--- src/rtl/timer_pkg.sv ---
// timer_pkg: shared state encoding, preset defaults and BCD limits for the timer controller.
package timer_pkg;

    typedef enum logic [2:0] {
        S_IDLE   = 3'd0,
        S_SET    = 3'd1,
        S_RUN    = 3'd2,
        S_PAUSED = 3'd3,
        S_ALARM  = 3'd4
    } state_t;

    localparam logic [3:0] PRESET_TEN_DEF = 4'd6;
    localparam logic [3:0] PRESET_ONE_DEF = 4'd0;
    localparam logic [3:0] TEN_MAX        = 4'd6;
    localparam logic [3:0] ONE_MAX        = 4'd9;

    // Bit positions of the per-key press events.
    localparam int EV_START   = 0;
    localparam int EV_PAUSE   = 1;
    localparam int EV_RESET   = 2;
    localparam int EV_SET_TEN = 3;
    localparam int EV_SET_ONE = 4;

    function automatic logic [3:0] inc_wrap(input logic [3:0] v, input logic [3:0] max);
        return (v == max) ? 4'd0 : v + 4'd1;
    endfunction

endpackage

--- src/rtl/key_debounce.sv ---
// key_debounce: 2-FF synchronizer plus stability counter for one active-low key.
// Emits a one-cycle press event when the accepted level falls; releases are silent.
module key_debounce #(
    parameter int DEBOUNCE_CYCLES = 1000000
) (
    input  logic i_clk,
    input  logic i_rst_n,
    input  logic i_key,
    output logic o_press
);
    localparam int CW = $clog2(DEBOUNCE_CYCLES + 1);

    logic [1:0]    r_sync;
    logic          r_level;
    logic [CW-1:0] r_cnt;
    logic          r_press;
    logic          w_flip;

    assign w_flip  = (r_sync[1] != r_level) && (r_cnt == CW'(DEBOUNCE_CYCLES - 1));
    assign o_press = r_press;

    always_ff @(posedge i_clk or negedge i_rst_n) begin
        if (!i_rst_n) begin
            r_sync  <= 2'b11;
            r_level <= 1'b1;
            r_cnt   <= '0;
            r_press <= 1'b0;
        end else begin
            r_sync  <= {r_sync[0], i_key};
            r_cnt   <= (r_sync[1] == r_level || w_flip) ? '0 : r_cnt + CW'(1);
            r_level <= w_flip ? ~r_level : r_level;
            r_press <= w_flip && r_level;
        end
    end

endmodule

--- src/rtl/timer_ctrl.sv ---
// timer_ctrl: key-driven run/pause/set/alarm sequencer for the 60 s countdown timer.
// Debounces the board keys, edits the preset digits, drives load/en/pause and blinks the LED.
module timer_ctrl
    import timer_pkg::*;
#(
    parameter int         DEBOUNCE_CYCLES = 1000000,
    parameter int         ALARM_CYCLES    = 150000000,
    parameter int         BLINK_HALF      = 12500000,
    parameter logic [3:0] PRESET_TEN      = PRESET_TEN_DEF,
    parameter logic [3:0] PRESET_ONE      = PRESET_ONE_DEF
) (
    input  logic       clk_50M,
    input  logic       rst_n,
    input  logic       key_start,
    input  logic       key_pause,
    input  logic       key_reset,
    input  logic       key_set_ten,
    input  logic       key_set_one,
    input  logic       cnt_zero,
    output logic [3:0] ten,
    output logic [3:0] one,
    output logic       load,
    output logic       en,
    output logic       pause,
    output logic       led,
    output logic [2:0] state
);
    localparam int AW = $clog2(ALARM_CYCLES + 1);
    localparam int BW = $clog2(BLINK_HALF + 1);

    state_t        r_state, w_state;
    logic [3:0]    r_ten, r_one, w_ten, w_one;
    logic          r_load, w_load, r_led, w_led;
    logic [AW-1:0] r_acnt, w_acnt;
    logic [BW-1:0] r_bcnt, w_bcnt;
    logic [4:0]    w_raw, w_ev;
    logic          w_any, w_can_start, w_blink_wrap;

    assign w_raw = {key_set_one, key_set_ten, key_reset, key_pause, key_start};

    genvar k;
    for (k = 0; k < 5; k++) begin : g_key
        key_debounce #(.DEBOUNCE_CYCLES(DEBOUNCE_CYCLES)) u_key (
            .i_clk  (clk_50M),
            .i_rst_n(rst_n),
            .i_key  (w_raw[k]),
            .o_press(w_ev[k])
        );
    end

    assign w_any        = |w_ev;
    // A start right after a load would make load high two cycles running.
    assign w_can_start  = ({r_ten, r_one} != 8'h00) && !r_load;
    assign w_blink_wrap = (r_bcnt == BW'(BLINK_HALF - 1));

    always_comb begin
        w_state = r_state;
        w_ten   = r_ten;
        w_one   = r_one;
        w_load  = 1'b0;
        w_led   = r_led;
        w_acnt  = r_acnt;
        w_bcnt  = r_bcnt;
        case (r_state)
            S_IDLE, S_SET: begin
                if (w_ev[EV_RESET]) begin
                    w_state = S_IDLE;
                    w_ten   = PRESET_TEN;
                    w_one   = PRESET_ONE;
                end else if (w_ev[EV_START]) begin
                    w_state = w_can_start ? S_RUN : r_state;
                    w_load  = w_can_start;
                end else if (!w_ev[EV_PAUSE] && w_ev[EV_SET_TEN]) begin
                    w_state = S_SET;
                    w_ten   = inc_wrap(r_ten, TEN_MAX);
                    w_one   = (w_ten == TEN_MAX) ? 4'd0 : r_one;
                end else if (!w_ev[EV_PAUSE] && w_ev[EV_SET_ONE]) begin
                    w_state = S_SET;
                    w_one   = (r_ten == TEN_MAX) ? 4'd0 : inc_wrap(r_one, ONE_MAX);
                end
            end
            S_RUN, S_PAUSED: begin
                if (w_ev[EV_RESET]) begin
                    w_state = S_IDLE;
                    w_ten   = PRESET_TEN;
                    w_one   = PRESET_ONE;
                    w_load  = !r_load;
                end else if (r_state == S_RUN && cnt_zero) begin
                    w_state = S_ALARM;
                    w_led   = 1'b1;
                    w_acnt  = '0;
                    w_bcnt  = '0;
                end else if (r_state == S_RUN) begin
                    w_state = w_ev[EV_PAUSE] ? S_PAUSED : S_RUN;
                end else begin
                    w_state = (w_ev[EV_START] || w_ev[EV_PAUSE]) ? S_RUN : S_PAUSED;
                end
            end
            S_ALARM: begin
                if (w_any || r_acnt == AW'(ALARM_CYCLES - 1)) begin
                    w_state = S_IDLE;
                    w_led   = 1'b0;
                end else begin
                    w_acnt = r_acnt + AW'(1);
                    w_bcnt = w_blink_wrap ? '0 : r_bcnt + BW'(1);
                    w_led  = w_blink_wrap ? ~r_led : r_led;
                end
            end
            default: begin
                w_state = S_IDLE;
                w_led   = 1'b0;
            end
        endcase
    end

    always_ff @(posedge clk_50M or negedge rst_n) begin
        if (!rst_n) begin
            r_state <= S_IDLE;
            r_ten   <= PRESET_TEN;
            r_one   <= PRESET_ONE;
            r_load  <= 1'b0;
            r_led   <= 1'b0;
            r_acnt  <= '0;
            r_bcnt  <= '0;
        end else begin
            r_state <= w_state;
            r_ten   <= w_ten;
            r_one   <= w_one;
            r_load  <= w_load;
            r_led   <= w_led;
            r_acnt  <= w_acnt;
            r_bcnt  <= w_bcnt;
        end
    end

    assign ten   = r_ten;
    assign one   = r_one;
    assign load  = r_load;
    assign led   = r_led;
    assign state = r_state;
    assign en    = (r_state == S_RUN) || (r_state == S_PAUSED);
    assign pause = (r_state == S_PAUSED);

endmodule
--- config.mk ---
export PLATFORM = sky130hd
export DESIGN_NAME = timer_ctrl
export DESIGN_NICKNAME = d
export VERILOG_FILES = /design/src/rtl/timer_pkg.sv /design/src/rtl/key_debounce.sv /design/src/rtl/timer_ctrl.sv
export SDC_FILE = /design/constraint.sdc
export NUM_CORES = 1
export LEC_CHECK = 0
export BUFFER_PORTS_ARGS = -buffer_cell sky130_fd_sc_hd__buf_2
export CORE_AREA = 5 5 170 172
export CTS_CLUSTER_DIAMETER = 50
export DETAILED_ROUTE_END_ITERATION = 10
export DIE_AREA = 0 0 175 177
export PLACE_DENSITY = 0.49
export SLEW_MARGIN = 20
export SYNTH_ARGS = -nofsm -noshare
export SYNTH_HDL_FRONTEND = slang
export SYNTH_SLANG_ARGS = --single-unit
--- constraint.sdc ---
create_clock -name clk_50M -period 2.7 [get_ports clk_50M]
set_input_delay 0.27 -clock clk_50M [delete_from_list [all_inputs] [get_ports clk_50M]]
set_output_delay 0.27 -clock clk_50M [all_outputs]
set_load 0.1 [all_outputs]
# --- Yosys cells after proc, flatten, opt, wreduce, memory -nomap -nowiden ---
# Cells that the tools add are included.
totals:
  ff_bits: 185
  latch_bits: 0
  ram_bits: 0
  rom_bits: 0
  in_bits: 8
  output_inout_bits: 15
  n_memories: 0
op_classes:
  addsub: 9
  multipliers: 0
  div_mod_pow: 0
  order_cmp: 0
  eq_ne: 36
  shift: 0
  n_mux: 50
  bitwise_logic: 7
  n_reduce_logical: 36
op_table:
  columns: ["cell", "count"]
  rows:
  - ["adder 20 x 1 -> 20 bit (second input constant)", 5]
  - ["equality test 20 bit (second input constant)", 5]
  - ["2-to-1 mux 20 bit", 5]
  - ["2-to-1 mux 24 bit", 4]
  - ["2-to-1 mux 28 bit", 3]
  - ["case mux 28 bit (2 select lines)", 1]
  - ["2-to-1 mux 4 bit", 13]
  - ["case mux 24 bit (2 select lines)", 1]
  - ["adder 28 x 1 -> 28 bit (second input constant)", 1]
  - ["equality test 28 bit (second input constant)", 1]
  - ["adder 24 x 1 -> 24 bit (second input constant)", 1]
  - ["equality test 24 bit (second input constant)", 1]
  - ["2-to-1 mux 3 bit", 8]
  - ["case mux 4 bit (2 select lines)", 2]
  - ["logical AND 1 bit", 14]
  - ["inequality test 4 x 3 -> 1 bit (second input constant)", 3]
  - ["AND reduction 4 bit", 3]
  - ["2-to-1 mux 1 bit", 10]
  - ["case mux 3 bit (3 select lines)", 1]
  - ["adder 4 x 1 -> 4 bit (second input constant)", 2]
  - ["equality test 4 x 3 -> 1 bit (second input constant)", 2]
  - ["logical OR 1 bit", 8]
  - ["inequality test 2 bit (second input constant)", 4]
  - ["nonzero test 8 bit", 1]
  - ["other kinds (20)", 39]

# --- Logic depth before layout (Yosys ltp) ---
# Gate-level depths: netlist (run 1).
depth:
  depth_word: 8
  mapped_depth: 8
  ltp_nobuf: 7

# --- By module ---
# A second synthesis (run 1) with hierarchy kept.
hier_totals:
  cells_unflattened: 993
  area_unflattened_um2: 9636.7
by_module_without_submodules:
  columns: ["mod", "instances", "cells_per_inst", "area_each_um2", "seq_area_each_um2"]
  rows:
  - ["key_debounce", 5, 109, 1129.8, 604.3]
  - ["timer_ctrl", 1, 448, 3987.6, 1629.1]

# --- Worst setup path before layout (run 1) ---
# OpenSTA, ideal clock, no wires.
synth_timing:
  kind: "register to output"
  startpoint: "register r_state[1], in the netlist state[1]"
  endpoint: "output port pause"
  arrival_time_ns: 3.680
  path_slack_ns: -1.250
  stages_incl_launch_ff: 4
  n_path_buf: 1
  cell_sequence: "dfrtp_1 -> clkbuf_1 -> nor2b_1 -> and2_1"
synth_via:
  elab_chain_cells: 1
synth_rtl:
  columns: ["element", "line", "text"]
  rows:
  - ["start, declared", "timer_ctrl.sv:31", "state_t r_state, w_state;"]
  - ["start signal, assigned", "timer_ctrl.sv:126", "r_state <= w_state;"]
  - ["equality test 3 x 2 -> 1 bit", "timer_ctrl.sv:142", "assign pause = (r_state == S_PAUSED);"]
  - ["end, declared", "timer_ctrl.sv:24", "output logic pause,"]
# No other way between the ends.

# --- Final worst setup path (run 1) ---
layout_timing:
  startpoint: "register r_acnt[0]"
  endpoint: "register r_bcnt[16]"
layout_via:
  elab_chain_cells: 4
layout_rtl:
  columns: ["element", "line", "text"]
  rows:
  - ["start, declared", "timer_ctrl.sv:34", "logic [AW-1:0] r_acnt, w_acnt;"]
  - ["start signal, assigned", "timer_ctrl.sv:131", "r_acnt <= w_acnt;"]
  - ["equality test 28 bit", "timer_ctrl.sv:100", "if (w_any || r_acnt == AW'(ALARM_CYCLES - 1)) begin"]
  - ["logical OR 1 bit", "timer_ctrl.sv:100", null]
  - ["inequality test 2 bit (no line)", null, null]
  - ["AND reduction 4 bit (no line)", null, null]
  - ["end signal, assigned", "timer_ctrl.sv:132", "r_bcnt <= w_bcnt;"]
  - ["end, declared", "timer_ctrl.sv:35", "logic [BW-1:0] r_bcnt, w_bcnt;"]
# No other way between the ends.
# A chain may end at the register's enable or synchronous reset.

==> results of run 1 <==
## worst max-delay path by stage
stage | start | endpoint | slack (ps) | cells past startpoint
2_1_floorplan | state[2] | r_acnt[21] | 130 | 6
3_3_place_gp | r_acnt[0] | r_bcnt[7] | 370 | 7
3_5_place_dp | r_acnt[0] | r_bcnt[16] | 290 | 7
4_1_cts | r_acnt[0] | r_bcnt[2] | 280 | 7
5_1_grt | r_acnt[0] | r_acnt[26] | 120 | 7
6_report | r_acnt[0] | r_bcnt[16] | 280 | 7
## power breakdown
group          switching [uW]  internal, uW
clock network            1090          1400
logic                     289           142
registers                 136          2890
total                    1510          4430
## cell families after synthesis
logic type	count (synthesis)
compound gates	128
xor+xnor	95
fa+ha+maj	10
buf+inv	60
flops	185
mux	7
simple gates	469
## tightest hold or removal path, stage by stage
cell and delay (ps):
buf_2 120, nand2_1 80, nor2_1 130, nor3_1 70
## routing by layer
metal / global-route usage / vias to the layer above / part of all wire
met5: 0 / - / 0
met3: 0.02393 / 14 / 0.027
met2: 0.2169 / 93 / 0.45
li1: - / 3561 / -
met4: 0.03797 / 0 / 0.010
met1: 0.1992 / 3458 / 0.51
## Yosys cell counts, drive strengths merged, types with 8 or more instances
cell / instances / area [um^2]
and3: 29 / 182.7
clkbuf: 20 / 75.07
nor3: 29 / 145.1
a22o: 13 / 113.9
nand3: 58 / 290.3
nor2: 139 / 521.8
dfrtp: 168 / 4204
ha: 10 / 125.1
nor4: 28 / 193.9
nand4: 40 / 250.2
buf: 9 / 78.82
nor4b: 12 / 105.1
o21ai: 26 / 141.4
o31ai: 16 / 120.1
nor3b: 8 / 65.06
o22ai: 13 / 81.33
nand2: 56 / 210.2
inv: 31 / 116.4
or4: 19 / 146.4
dfstp: 17 / 446.7
a21oi: 24 / 120.1
nor2b: 9 / 56.30
xor2: 48 / 420.4
xnor2: 47 / 411.6
and4: 12 / 105.1
## final cells by class
class                           count  share of cell area
Tap cell                          346             0.04073
Sequential cell                   185              0.4377
Timing Repair Buffer               59             0.04226
Inverter                           31             0.01095
Multi-Input combinational cell    709              0.4146
Clock buffer                       22             0.04273
Clock inverter                     10             0.01107
## what timing repair did
item / CTS / global route
endpoints found under the setup margin: 0 / 0
hold endpoints to repair: 58 / 0
gates resized for setup: 0 / 0
hold buffers: 6 / 0
## registers in the layout, summed over array words and instances, names as in the netlist
signal	count
g_key.u_key.o_press	5
g_key.u_key.r_cnt	100
g_key.u_key.r_level	5
g_key.u_key.r_sync	10
led	1
load	1
one	4
r_acnt	28
r_bcnt	24
state	3
ten	4
## per-stage QoR
step	total power [uW]	hold WS (ps)	util	worst slack, ps
after floorplan	3325	-25.59	-	133.2
after global placement	3503	313.2	0.3659	373.2
after detailed placement	3510	307.4	0.3659	288.7
after CTS	6046	265.0	0.3890	280.2
after global routing	6225	299.9	0.3890	124.9
final	5943	286.3	0.3890	281.2
==> results.md, run 1 <==
- # diodes: 0
- Flop2flop setup slack: approximately 280 ps
- Die ar.: roughly 31,000 um^2
- Final RePlAce weighted congestion: about 0.77
- Vias in the first global route: slightly below 7,000
- Row count: 61
- RR Endpoint: r_bcnt[16]
- Final period util: 0.8958
- Hold Path End: state[1]
- Fin nets: 1,021
- Distinct cells, synth: 63
- First drt pass iteration count: 5
- Synth Area in Adders: 0.01344
- Total grt overflow: 0
- H-Tree Depth: 4
- Initial Utilization: 0.3408
- CP max stage delay: between 500 and 600 ps
- Crit path max fanout: 33
- Leakage: 0.004370 uW
- Main synth FF type: dfrtp_1
- Worst Hold Class: in2reg
- Layout Cell Area excl Fill: ~11,000 um^2
- Dpl hpwl: 13,790 um
- RSZ-0062 raised after global routing: false
- CORE AREA: 27,320 um^2
- Total wire length: 20,340 um
- # IOs: 23
- Max_slew headroom: 0.5073
- Critical Path AT: 2740 ps
- EDFF count, synth: 0
- Final hold vios: 0
- Non-Filler Instances: around 1,400
- R2r startpoint: r_acnt[0]
- Flops & latches, synth: between 150 and 200
- 1st-iter DRT viols: between 400 and 500
- P per Cell Area: between 500 and 600 nW/um^2
- Mean Syn Cell Area: about 9.8 um^2
- Syn-to-layout area delta: 14.13%
- Layout fillers: between 2,000 and 3,000
- Largest family of logic cells by synthesized area: simple AND/OR/NAND/NOR gates
- Sequential area share after synthesis: 0.4994
- Vias per cell: around 5.2
- Slowest stage cell, crit path: or4_4
- Crit path launch type: register
- Placed Area: between 9000 and 10,000 um^2
- Delay-heaviest family, CP: simple AND/OR/NAND/NOR gates
- Residual DRC: 0
- Syn_nets: about 970
- Post-synthesis mux area share: 0.008196
- Fin. max-slew vios: 0
- Syn. warnings: 0
- Commonest non-fill, non-tap cell in the layout: dfrtp_1
- Critical Path, Cell by Cell: ha_1 > nand4_1 > or4_4 > o21ai_4 > buf_12 > nor2_1 > a22o_1
- Period minus WS final: roughly 2400 ps
- WP buf/inv: 1
- Post-Synth Simple-Gate Area: 0.2682
- Number of max-cap violations: 0
- Clk pin slew, worst setup/hold paths: around 80 ps
- Antenna violations before repair: 0
- Asr flop ratio synth: 1.000
- Peak supply drop: 0.3836 mV
- Setup violations, final: 0
- Die H: 177 um
- Vias: just over 7,000
- Placed Cells: between 1,000 and 1,500
- First-pass GRT wire length: ~36,000 um
- Port Buffers: 22
- Clock net sink count: 185
- Num CTS Buffers: 17
- Die Wd: between 150 and 200 um
- Share of cells above drive strength 1: 0.1161
- Clk_lat worst skew: between 400 and 500 ps
- Worst-margin pin slew: about 740 ps
- Wirelength per Cell: roughly 15 um
- Xor/xnor share of the synthesized area: 0.08935
- Post-synthesis compound-gate area fraction: 0.09244
- Routed Antenna Nets: 0
- Hold Path Stages: 4
- Most frequent cells in the layout: dfrtp_1, nor2_1, nand3_1
- WS Path Type: reg2reg
- Pin count of the biggest net entering global routing: between 60 and 70
- Fin Setup TNS: 0 ps
- Setup Buffers After CTS: 0
- Clk_skew: ~15 ps
- Min-delay src: cnt_zero
- Cell Area, Synth: approximately 9300 um^2
- Peak Freq: 0.4134 GHz
- Reg2reg path depth: 7
- Outcome: finished clean
- CTS tree: built
- CTS Buffer Depth: 2
- Sequential cell area: between 4000 and 5000 um^2
- Area of the multi-input gates: ~4400 um^2
- Overall routing resource usage: 0.1385
- CP Capture Type: register
- Cell at the root of the clock tree: clkbuf_16
- Critical Path RT: just over 3000 ps
- Cell count after synthesis: 954
No activity file was read; power rests on OpenSTA's default activity.
==> run 2, diff against run 1 <==
--- a/config.mk
+++ b/config.mk
@@ -5,11 +5,12 @@
 export SDC_FILE = /design/constraint.sdc
 export NUM_CORES = 1
 export LEC_CHECK = 0
+export ABC_AREA = 1
 export BUFFER_PORTS_ARGS = -buffer_cell sky130_fd_sc_hd__buf_2
-export CORE_AREA = 5 5 170 172
+export CORE_AREA = 5 5 180 182
 export CTS_CLUSTER_DIAMETER = 50
 export DETAILED_ROUTE_END_ITERATION = 10
-export DIE_AREA = 0 0 175 177
+export DIE_AREA = 0 0 185 187
 export PLACE_DENSITY = 0.49
 export SLEW_MARGIN = 20
 export SYNTH_ARGS = -nofsm -noshare
==> run 2 against run 1 <==
Net effect: maximum frequency increased by 2.7%; setup slack improved by 64 ps; cell count rose by 40%; synthesized cell count is 53% higher; sequential power fell by 6.6%; utilization shrank 0.13 points; sequential share of layout area down 4.4 points; non-clock buffer count decreased by 20; die area up 12%; register-to-register slack improved by 60 ps; largest cell class is now multi-input gates; largest power group unchanged.
==> results.md, run 2 <==
- Sequential cell area: 4651 um^2 (was 4652 um^2)
- Clock net sink count: 185 (unchanged)
- 1st-iter DRT viols: 476 (was 452)
- Die H: 187 um (was 177 um)
- Most common cell in the synthesized netlist: nand2_1 (was dfrtp_1)
- Max_slew headroom: 0.5496 (was 0.5073)
- Final RePlAce weighted congestion: 0.8790 (was 0.7706)
- Main synth FF type: dfrtp_1 (unchanged)
- Peak Freq: 0.4247 GHz (was 0.4134 GHz)
- H-Tree Depth: 4 (unchanged)
- Commonest non-fill, non-tap cell in the layout: nand2_1 (was dfrtp_1)
- Vias in the first global route: 8,798 (was 6,910)
- Fin Setup TNS: 0 ps (unchanged)
- P per Cell Area: 465.6 nW/um^2 (was 559.2 nW/um^2)
- Cell at the root of the clock tree: clkbuf_16 (unchanged)
- Setup Buffers After CTS: 0 (unchanged)
- First-pass GRT wire length: 43,620 um (was 35,590 um)
- Non-Filler Instances: 1,909 (was 1,362)
- Top cells by count, synth: nand2_1, nor2_1, inv_1 (was dfrtp_1, nor2_1, nand3_1)
- Worst setup margin: 345.3 ps (was 281.2 ps)
- Clk_skew: 18.09 ps (was 15.20 ps)
- Peak supply drop: 0.4260 mV (was 0.3836 mV)
- CTS Buffer Depth: 2 (unchanged)
- Design Power: 5494 uW (was 5943 uW)
- First drt pass iteration count: 5 (unchanged)
- Syn. warnings: 0 (unchanged)
- Wirelength per Cell: 13.25 um (was 14.93 um)
- EDFF count, synth: 0 (unchanged)
- Cell type with the largest total area after synthesis: dfrtp_1 (unchanged)
- Cell count after synthesis: 1,464 (was 954)
- Residual DRC: 0 (unchanged)
- CP Capture Type: register (unchanged)
- Share of cells above drive strength 1: 0.07535 (was 0.1161)
- Fin. max-slew vios: 0 (unchanged)
- Total grt overflow: 0 (unchanged)
- Vias: 9,000 (was 7,126)
- Syn_nets: 1,482 (was 972)
- Area of the multi-input gates: 5124 um^2 (was 4407 um^2)
- Crit path max fanout: 61 (was 33)
- Antenna violations before repair: 0 (unchanged)
- # resized after CTS: 0 (unchanged)
- Clk pin slew, worst setup/hold paths: 70 ps (was 80 ps)
- WS Path Type: reg2reg (unchanged)
- WHS: 268.7 ps (was 286.3 ps)
- Mean Syn Cell Area: 7.236 um^2 (was 9.762 um^2)
- CORE AREA: 30,430 um^2 (was 27,320 um^2)
- # diodes: 0 (unchanged)
- Placement Setup Slack: 321.0 ps (was 288.7 ps)
- Worst-margin pin slew: 675.5 ps (was 736.3 ps)
- Port Buffers: 22 (unchanged)
- Outcome: finished clean (unchanged)
- Pin count of the biggest net entering global routing: 80 (was 61)
- Asr flop ratio synth: 1.000 (unchanged)
- Flops & latches, synth: 185 (unchanged)
- Layout fillers: 3,230 (was 2,727)
- Hold Buf Count CTS: 6 (unchanged)
- Syn-to-layout area delta: 11.37% (was 14.13%)
- Most flops, register: g_key.u_key.r_cnt (unchanged)
- Max reg flops: 100 (unchanged)
- Routed Antenna Nets: 0 (unchanged)
- Setup violations, final: 0 (unchanged)
- Largest registers: g_key.u_key.r_cnt x100, r_acnt x28, r_bcnt x24 (unchanged)
- Critical Path RT: 2990 ps (was 3020 ps)
- Clk_lat worst skew: 440 ps (was 430 ps)
- Worst Hold Class: in2reg (unchanged)
- Initial Utilization: 0.3481 (was 0.3408)
- Top post-synthesis cells by area: dfrtp_1, nand2_1, nor2_1 (was dfrtp_1, nor2_1, dfstp_2)
- Vias per cell: 4.715 (was 5.232)
- Most frequent cells in the layout: nand2_1, nor2_1, inv_1 (was dfrtp_1, nor2_1, nand3_1)
- Fin nets: 1,518 (was 1,021)
- Critical Path AT: 2650 ps (was 2740 ps)
- Final hold vios: 0 (unchanged)
- Period minus WS final: 2355 ps (was 2419 ps)
- Sequential area share after synthesis: 0.4390 (was 0.4994)
- Number of max-cap violations: 0 (unchanged)
- CTS tree: built (unchanged)
- Crit path launch type: register (unchanged)
- Die Wd: 185 um (was 175 um)
- Die ar.: 34,600 um^2 (was 30,980 um^2)
- Num CTS Buffers: 17 (unchanged)
- Placed Cells: 1,871 (was 1,324)
- Final period util: 0.8721 (was 0.8958)
- Leakage: 0.005258 uW (was 0.004370 uW)
- Total wire length: 25,290 um (was 20,340 um)
- Overall routing resource usage: 0.1520 (was 0.1385)
- Row count: 64 (was 61)
- Top cell type's share of synthesized area: 0.3968 (was 0.4514)
- Cell Area, Synth: 10,590 um^2 (was 9313 um^2)
- Dpl hpwl: 18,590 um (was 13,790 um)
- RSZ-0062 raised after global routing: false (unchanged)
- # IOs: 23 (unchanged)
- Distinct cells, synth: 37 (was 63)
-- run 2: changes by cell type after synthesis, sizes merged, moves of 34 or more --
cell,previous run,this run
o21ai,26,60
nor3,29,77
inv,31,176
nor2,139,265
nand2,56,384
nand3,58,119
-- run 2: final timing paths --
kind,start,endpoint,slack [ps],depth (start not counted)
max,r_acnt[0],r_bcnt[12],350,10
min,cnt_zero,state[1],270,4
min in group asynchronous,rst_n,g_key[3].u_key.r_cnt[0],450,2
max in group asynchronous,rst_n,g_key[1].u_key.r_sync[0],1440,3
max reg2reg,r_acnt[0],r_bcnt[12],350,10
min reg2reg,g_key[4].u_key.r_sync[0],g_key[4].u_key.r_sync[1],360,0
-- run 2: through the flow --
| stage | cell area (um^2) | utilization |
|---|---|---|
| 2_1_floorplan | 10610 | - |
| 3_3_place_gp | 11150 | 0.3665 |
| 3_5_place_dp | 11150 | 0.3665 |
| 4_1_cts | 11800 | 0.3877 |
| 5_1_grt | 11800 | 0.3877 |
| 6_report | 11800 | 0.3877 |
-- run 2: area by class of cell --
cell class	instances	share of cell area
clock buffers	17	0.03606
clock inverters	15	0.01357
inverters	177	0.05673
multi-input cells	1080	0.4343
flip-flops and latches	185	0.3942
well taps	396	0.04199
repair buffers	39	0.02322
-- run 2: critical path, stage by stage (launching register included) --
cell	delay [ps]
dfrtp_1	460
ha_1	280
nand3_2	170
nor2_4	160
inv_2	60
nor2_2	110
nand2_2	90
nand2_4	110
nand2_8	190
clkinv_4	390
o21ai_0	160
-- run 2: where the power goes --
group	internal, uW	total, uW	switching (uW)
clock	1310	2520	1210
sequential	2800	2830	24.8
combinational	44.1	149	105
-- run 2: cells by family (layout without fill, tap and decap cells) --
group,after synthesis,in the layout,synth area share
and+or+nand+nor,915,915,0.3705
buffers and inverters,199,248,0.07854
DFF,185,185,0.4390
AOI/OAI and AO/OA,91,91,0.04724
xor gates and xnor gates,64,64,0.05291
adders and majority gates,10,10,0.01181
-- run 2: metal layers --
metal / share of wire / track usage / up-vias
met3: 0.025 / 0.02334 / 24
li1: - / - / 4738
met5: 0 / 0 / -
met1: 0.52 / 0.2223 / 4130
met2: 0.44 / 0.2350 / 108
met4: 0.012 / 0.04009 / 0
